## config.mk

```make
export PLATFORM = sky130hd
export DESIGN_NAME = seq_stream_loader
export DESIGN_NICKNAME = d
export VERILOG_FILES = /design/src/rtl/seq_stream_loader.sv
export SDC_FILE = /design/constraint.sdc
export NUM_CORES = 1
export LEC_CHECK = 0
export ABC_AREA = 1
export CAP_MARGIN = 20
export CORE_MARGIN = 5
export CORE_UTILIZATION = 30
export DETAILED_ROUTE_END_ITERATION = 12
export GPL_TIMING_DRIVEN = 0
export PLACE_DENSITY_LB_ADDON = 0.05
export SETUP_SLACK_MARGIN = 0.2
export SYNTH_ARGS = -nofsm -noshare
export SYNTH_HDL_FRONTEND = slang
export SYNTH_SLANG_ARGS = --single-unit
```

## constraint.sdc

```tcl
create_clock -name clk -period 2.2 [get_ports clk]
set_input_delay 0.44 -clock clk [delete_from_list [all_inputs] [get_ports clk]]
set_output_delay 0.44 -clock clk [all_outputs]
set_load 0.005 [all_outputs]
```

## src/rtl/seq_stream_loader.sv

```systemverilog
// Sequence-RAM writer: encodes an ASCII nucleotide byte stream to 3-bit symbols, fills A then B.
// Build option: define SEQ_LOADER_LOWERCASE_EN to also accept lowercase a/c/g/t.
module seq_stream_loader #(
  parameter int N       = 128,
  parameter int BitAddr = $clog2(N + 1)
) (
  input  logic               clk,
  input  logic               rst,
  input  logic               start,
  input  logic [7:0]         rx_data,
  input  logic               rx_valid,
  output logic               rx_ready,
  output logic [2:0]         din_ram,
  output logic               en_ram,
  output logic               weA,
  output logic               weB,
  output logic [BitAddr:0]   addr_dinA,
  output logic [BitAddr:0]   addr_dinB,
  output logic [BitAddr:0]   lenA,
  output logic [BitAddr:0]   lenB,
  output logic               load_done,
  output logic               load_err
);

  // state  | meaning
  // IDLE   | waiting for start, nothing accepted
  // LOAD_A | accepting bytes into sequence A
  // LOAD_B | accepting bytes into sequence B
  // DONE   | both sequences stored, load_done raised
  // ERR    | load aborted, lengths kept for diagnosis
  typedef enum logic [2:0] {IDLE, LOAD_A, LOAD_B, DONE, ERR} state_t;

  localparam logic [BitAddr:0] LenMax = (BitAddr + 1)'(N);
  localparam logic [BitAddr:0] LenOne = (BitAddr + 1)'(1);

  state_t             state_q;
  logic               rx_ready_q;
  logic [2:0]         din_ram_q;
  logic               en_ram_q;
  logic               weA_q;
  logic               weB_q;
  logic [BitAddr:0]   addr_a_q;
  logic [BitAddr:0]   addr_b_q;
  logic [BitAddr:0]   lenA_q;
  logic [BitAddr:0]   lenB_q;
  logic               load_done_q;
  logic               load_err_q;

  logic [2:0]         sym_d;
  logic               is_term_d;
  logic               is_cr_d;
  logic               accept_d;
  logic               sel_b_d;
  logic [BitAddr:0]   len_cur_d;
  logic [BitAddr:0]   len_inc_d;

  // 3'b000 doubles as "not a symbol"; it is reserved as the gap code downstream.
  always_comb begin
    sym_d = 3'b000;
    case (rx_data)
      8'h41:   sym_d = 3'b001;
      8'h43:   sym_d = 3'b010;
      8'h47:   sym_d = 3'b011;
      8'h54:   sym_d = 3'b100;
`ifdef SEQ_LOADER_LOWERCASE_EN
      8'h61:   sym_d = 3'b001;
      8'h63:   sym_d = 3'b010;
      8'h67:   sym_d = 3'b011;
      8'h74:   sym_d = 3'b100;
`endif
      default: sym_d = 3'b000;
    endcase
  end

  assign is_term_d = (rx_data == 8'h0A) || (rx_data == 8'h3B);
  assign is_cr_d   = (rx_data == 8'h0D);
  assign accept_d  = rx_valid && rx_ready_q;
  assign sel_b_d   = (state_q == LOAD_B);
  assign len_cur_d = sel_b_d ? lenB_q : lenA_q;
  assign len_inc_d = len_cur_d + LenOne;

  always_ff @(posedge clk) begin
    if (!rst) begin
      state_q     <= IDLE;
      rx_ready_q  <= 1'b0;
      din_ram_q   <= 3'b000;
      en_ram_q    <= 1'b0;
      weA_q       <= 1'b0;
      weB_q       <= 1'b0;
      addr_a_q    <= '0;
      addr_b_q    <= '0;
      lenA_q      <= '0;
      lenB_q      <= '0;
      load_done_q <= 1'b0;
      load_err_q  <= 1'b0;
    end else begin
      en_ram_q    <= 1'b0;
      weA_q       <= 1'b0;
      weB_q       <= 1'b0;
      load_done_q <= (state_q == DONE);
      load_err_q  <= (state_q == ERR);
      if (start) begin
        // A byte offered alongside start is dropped; the new load begins clean.
        state_q     <= LOAD_A;
        rx_ready_q  <= 1'b1;
        lenA_q      <= '0;
        lenB_q      <= '0;
        load_done_q <= 1'b0;
        load_err_q  <= 1'b0;
      end else begin
        case (state_q)
          LOAD_A, LOAD_B: begin
            if (accept_d) begin
              if (sym_d != 3'b000) begin
                if (len_cur_d == LenMax) begin
                  state_q    <= ERR;
                  rx_ready_q <= 1'b0;
                end else begin
                  en_ram_q  <= 1'b1;
                  din_ram_q <= sym_d;
                  if (sel_b_d) begin
                    weB_q    <= 1'b1;
                    addr_b_q <= len_inc_d;
                    lenB_q   <= len_inc_d;
                  end else begin
                    weA_q    <= 1'b1;
                    addr_a_q <= len_inc_d;
                    lenA_q   <= len_inc_d;
                  end
                end
              end else if (is_term_d) begin
                if (len_cur_d == '0) begin
                  state_q    <= ERR;
                  rx_ready_q <= 1'b0;
                end else if (sel_b_d) begin
                  state_q    <= DONE;
                  rx_ready_q <= 1'b0;
                end else begin
                  state_q <= LOAD_B;
                end
              end else if (!is_cr_d) begin
                state_q    <= ERR;
                rx_ready_q <= 1'b0;
              end
            end
          end
          IDLE, DONE, ERR: begin
            rx_ready_q <= 1'b0;
          end
          default: begin
            state_q    <= IDLE;
            rx_ready_q <= 1'b0;
          end
        endcase
      end
    end
  end

  assign rx_ready  = rx_ready_q;
  assign din_ram   = din_ram_q;
  assign en_ram    = en_ram_q;
  assign weA       = weA_q;
  assign weB       = weB_q;
  assign addr_dinA = addr_a_q;
  assign addr_dinB = addr_b_q;
  assign lenA      = lenA_q;
  assign lenB      = lenB_q;
  assign load_done = load_done_q;
  assign load_err  = load_err_q;

endmodule

```

==> flow_metrics.py <==
metrics = {
    "run_status": {
        "status": "finished clean",
    },
    "setup_path": {
        "cp-end-kind": "register",
        "start_kind": "register",
        "cp_slowest_stage_delay_ns": 0.36,
        "rr_worst_depth": 14,
        "arrival_ns": 2.26,
        "critical_path_class": "reg -> reg",
        "critPathRequiredTime_ns": 2.38,
        "reg2reg_slack_ns": 0.12,
        "cp_max_fo": 7,
        "worstPathCellList": "inv_4, nand3_4, buf_12, o21ai_4, ha_4, nand3_2, nor2_4, nand3_4, nand2_2, nand3_4, nand2_1, nand2_1, nor2_1, nor2_1",
        "cpMostUsedCell": "nand3_4",
        "cp_slowest_cell": "dfxtp_4",
    },
    "die": {
        "start_util_pct": 30.9,
        "fp.dieW_um": 102,
        "coreArea_sq_mm": 0.00822,
        "die_area_sq_mm": 0.0104,
        "rows": 33,
        "die_h_um": 102,
        "io_pins": 57,
    },
    "timing": {
        "period_minus_slack_ns": 2.08,
        "worstMarginPinSlew_ns": 0.637,
        "post-route-period-util_pct": 94.5,
        "hold_ws_ns": 0.461,
        "finalSetupViolCount": 0,
        "fin_worst_skew_ns": 0.0126,
        "setup-tns-final_ns": 0,
        "grt_setup_unrepaired": "true",
        "hold_violations": 0,
        "fmax_mhz": 481,
        "fin_ws_ns": 0.120,
        "drv_slew": 0,
        "relSlewSlack_pct": 57.4,
    },
    "power_and_ir_drop": {
        "p_seq_share_pct": 50.1,
        "p_leak_nw": 1.55,
        "p_total_mw": 1.75,
        "power.internal_mw": 1.28,
        "switching_share_pct": 26.5,
        "clkPwrFrac_pct": 38.9,
        "comb_power_share_pct": 11.0,
        "powerDensity_mw_per_mm2": 453,
        "ir_worst_vdd_mv": 0.245,
        "p_sw_uw": 464,
    },
    "final_layout": {
        "post-route-util_pct": 47.0,
        "mostFrequentLayoutCell": "nand2_1",
        "most-common-layout-cells": "nand2_1 (67), nor2_1 (56), clkdlybuf4s50_1 (48)",
        "drive_above_1_share_pct": 26.9,
        "nets": 456,
        "final_area_sq_mm": 0.00386,
        "final_cell_count_no_fill": 548,
        "syn_to_final_growth_pct": 52.0,
        "antenna_cells": 0,
    },
    "yosys": {
        "async_flop_share_pct": 0,
        "yosysSeqAreaShare_pct": 37.9,
        "synth_cells": 351,
        "dominantRegCellSynth": "dfxtp_1",
        "syn_area_sq_mm": 0.00254,
        "syn_avg_cell_area_sq_um": 7.23,
        "synth.distinct_cells": 33,
        "synth_enable_flop_cells": 0,
        "synth-seq-cells": 48,
        "syn_nets": 365,
        "ys.warnings.count": 0,
    },
    "routing": {
        "dr.first_iter.drc_count": 95,
        "drc": 0,
        "routed-via-count": 2600,
        "routedWlPerCell_um": 15.0,
        "firstDrtPassIters": 4,
        "drtAntennaViolNets": 0,
        "wirelength_um": 8190,
        "viasPerCell": 4.74,
    },
    "placement": {
        "gp_congestion": 0.790,
        "place_hpwl_um": 5450,
        "placed_cells": 511,
        "place_area_sq_mm": 0.00323,
        "io_buffers": 55,
        "place_worst_setup_slack_ns": -0.499,
    },
    "hold_path": {
        "hp-class": "reg -> reg",
        "hold-path-cell-count": 2,
    },
    "clock_tree": {
        "clk-insertion-delay-late_ns": 0.31,
        "path_clk_slew_ns": 0.10,
        "clock_sinks": 48,
        "cts_buffers": 5,
        "clockRootBuffer": "clkbuf_8",
        "htreeDepth": 2,
        "clk_path_buf_depth": 2,
        "cts_tree": "done",
    },
    "global_route": {
        "grt_overflow": 0,
        "grt_pass1_vias": 2579,
        "grt_first_pass_wirelength_um": 13000,
        "gr-usage-all-layers_pct": 16.2,
        "grt_max_degree": 17,
        "antenna_found_initial": 0,
    },
    "run": {
        "maxCapViolations": 0,
    },
}
flip-flops by register name (all words and copies together) (netlist names):
name       cells
weB            1
rx_ready       1
load_err       1
addr_dinA      9
addr_dinB      9
din_ram        3
weA            1
lenB           9
en_ram         1
load_done      1
state_q        3
lenA           9
per-layer routing:
metal	wire length (um)	share of wire [%]	track usage, %
met5	0	0	0
met4	300	3.7	6.56
met3	489	6.0	4.10
met2	3830	47	26.1
met1	3570	44	20.7
cell usage after synthesis (7+ instances only):
library cell | count | area share, %
nand2_1 | 75 | 11
nor2_1 | 58 | 8.6
dfxtp_1 | 48 | 38
inv_1 | 29 | 4.3
nand3_1 | 24 | 4.7
o21ai_0 | 16 | 3.2
a21oi_1 | 15 | 3.0
nand2_2 | 10 | 2.5
nor3_1 | 9 | 1.8
nand4_1 | 7 | 1.7
nor2_2 | 7 | 1.7
layout make-up:
class / instances / area (sq um)
multi-input cells: 264 / 1650
fillers: 865 / 4360
repair buffers: 80 / 793
inverters: 37 / 159
well taps: 105 / 131
repair inverters: 1 / 5.00
clock inverters: 3 / 46.3
plain buffers: 5 / 37.5
clock buffers: 5 / 68.8
flip-flops and latches: 48 / 972
logic make-up (layout without fill, tap and decap cells):
| kind of cell | count (synthesis) | in the layout | synth area share [%] |
|---|---|---|---|
| compound gates | 45 | 45 | 10.2 |
| xor+xnor | 6 | 6 | 2.07 |
| fa+ha+maj | 2 | 2 | 0.986 |
| buf+inv | 42 | 131 | 7.10 |
| flops | 48 | 48 | 37.9 |
| simple gates | 208 | 211 | 41.8 |
power by group through the flow:
| stage | registers, mW | clock network [mW] | logic, mW |
|---|---|---|---|
| finish | 0.876 | 0.680 | 0.192 |
| global route | 0.878 | 0.729 | 0.210 |
| CTS | 0.876 | 0.699 | 0.181 |
| detailed placement | 0.899 | 0 | 0.155 |
| global placement | 0.899 | 0 | 0.154 |
| floorplan | 0.898 | 0 | 0.100 |
repair_timing:
item	CTS	global route
gates resized for setup	39	34
cloned	3	1
setup buffers	19	6
hold buffers	0	0
pin swaps	19	15
setup endpoints to repair	45	44
final timing paths:
kind	startpoint	endpoint
max	state_q[0]	state_q[0]
min	din_ram[0]	din_ram[0]
max reg2reg	state_q[0]	state_q[0]
min reg2reg	din_ram[0]	din_ram[0]
critical path, delay by kind of cell, from the launching register on:
| kind | cells | cell delay, ns |
|---|---|---|
| AO/OA/AOI/OAI | 1 | 0.18 |
| adder cells (fa/ha/maj) | 1 | 0.18 |
| buffers and inverters | 2 | 0.21 |
| flip-flops | 1 | 0.36 |
| AND/OR/NAND/NOR | 10 | 1.04 |
Power figures use the tool's default switching activity.
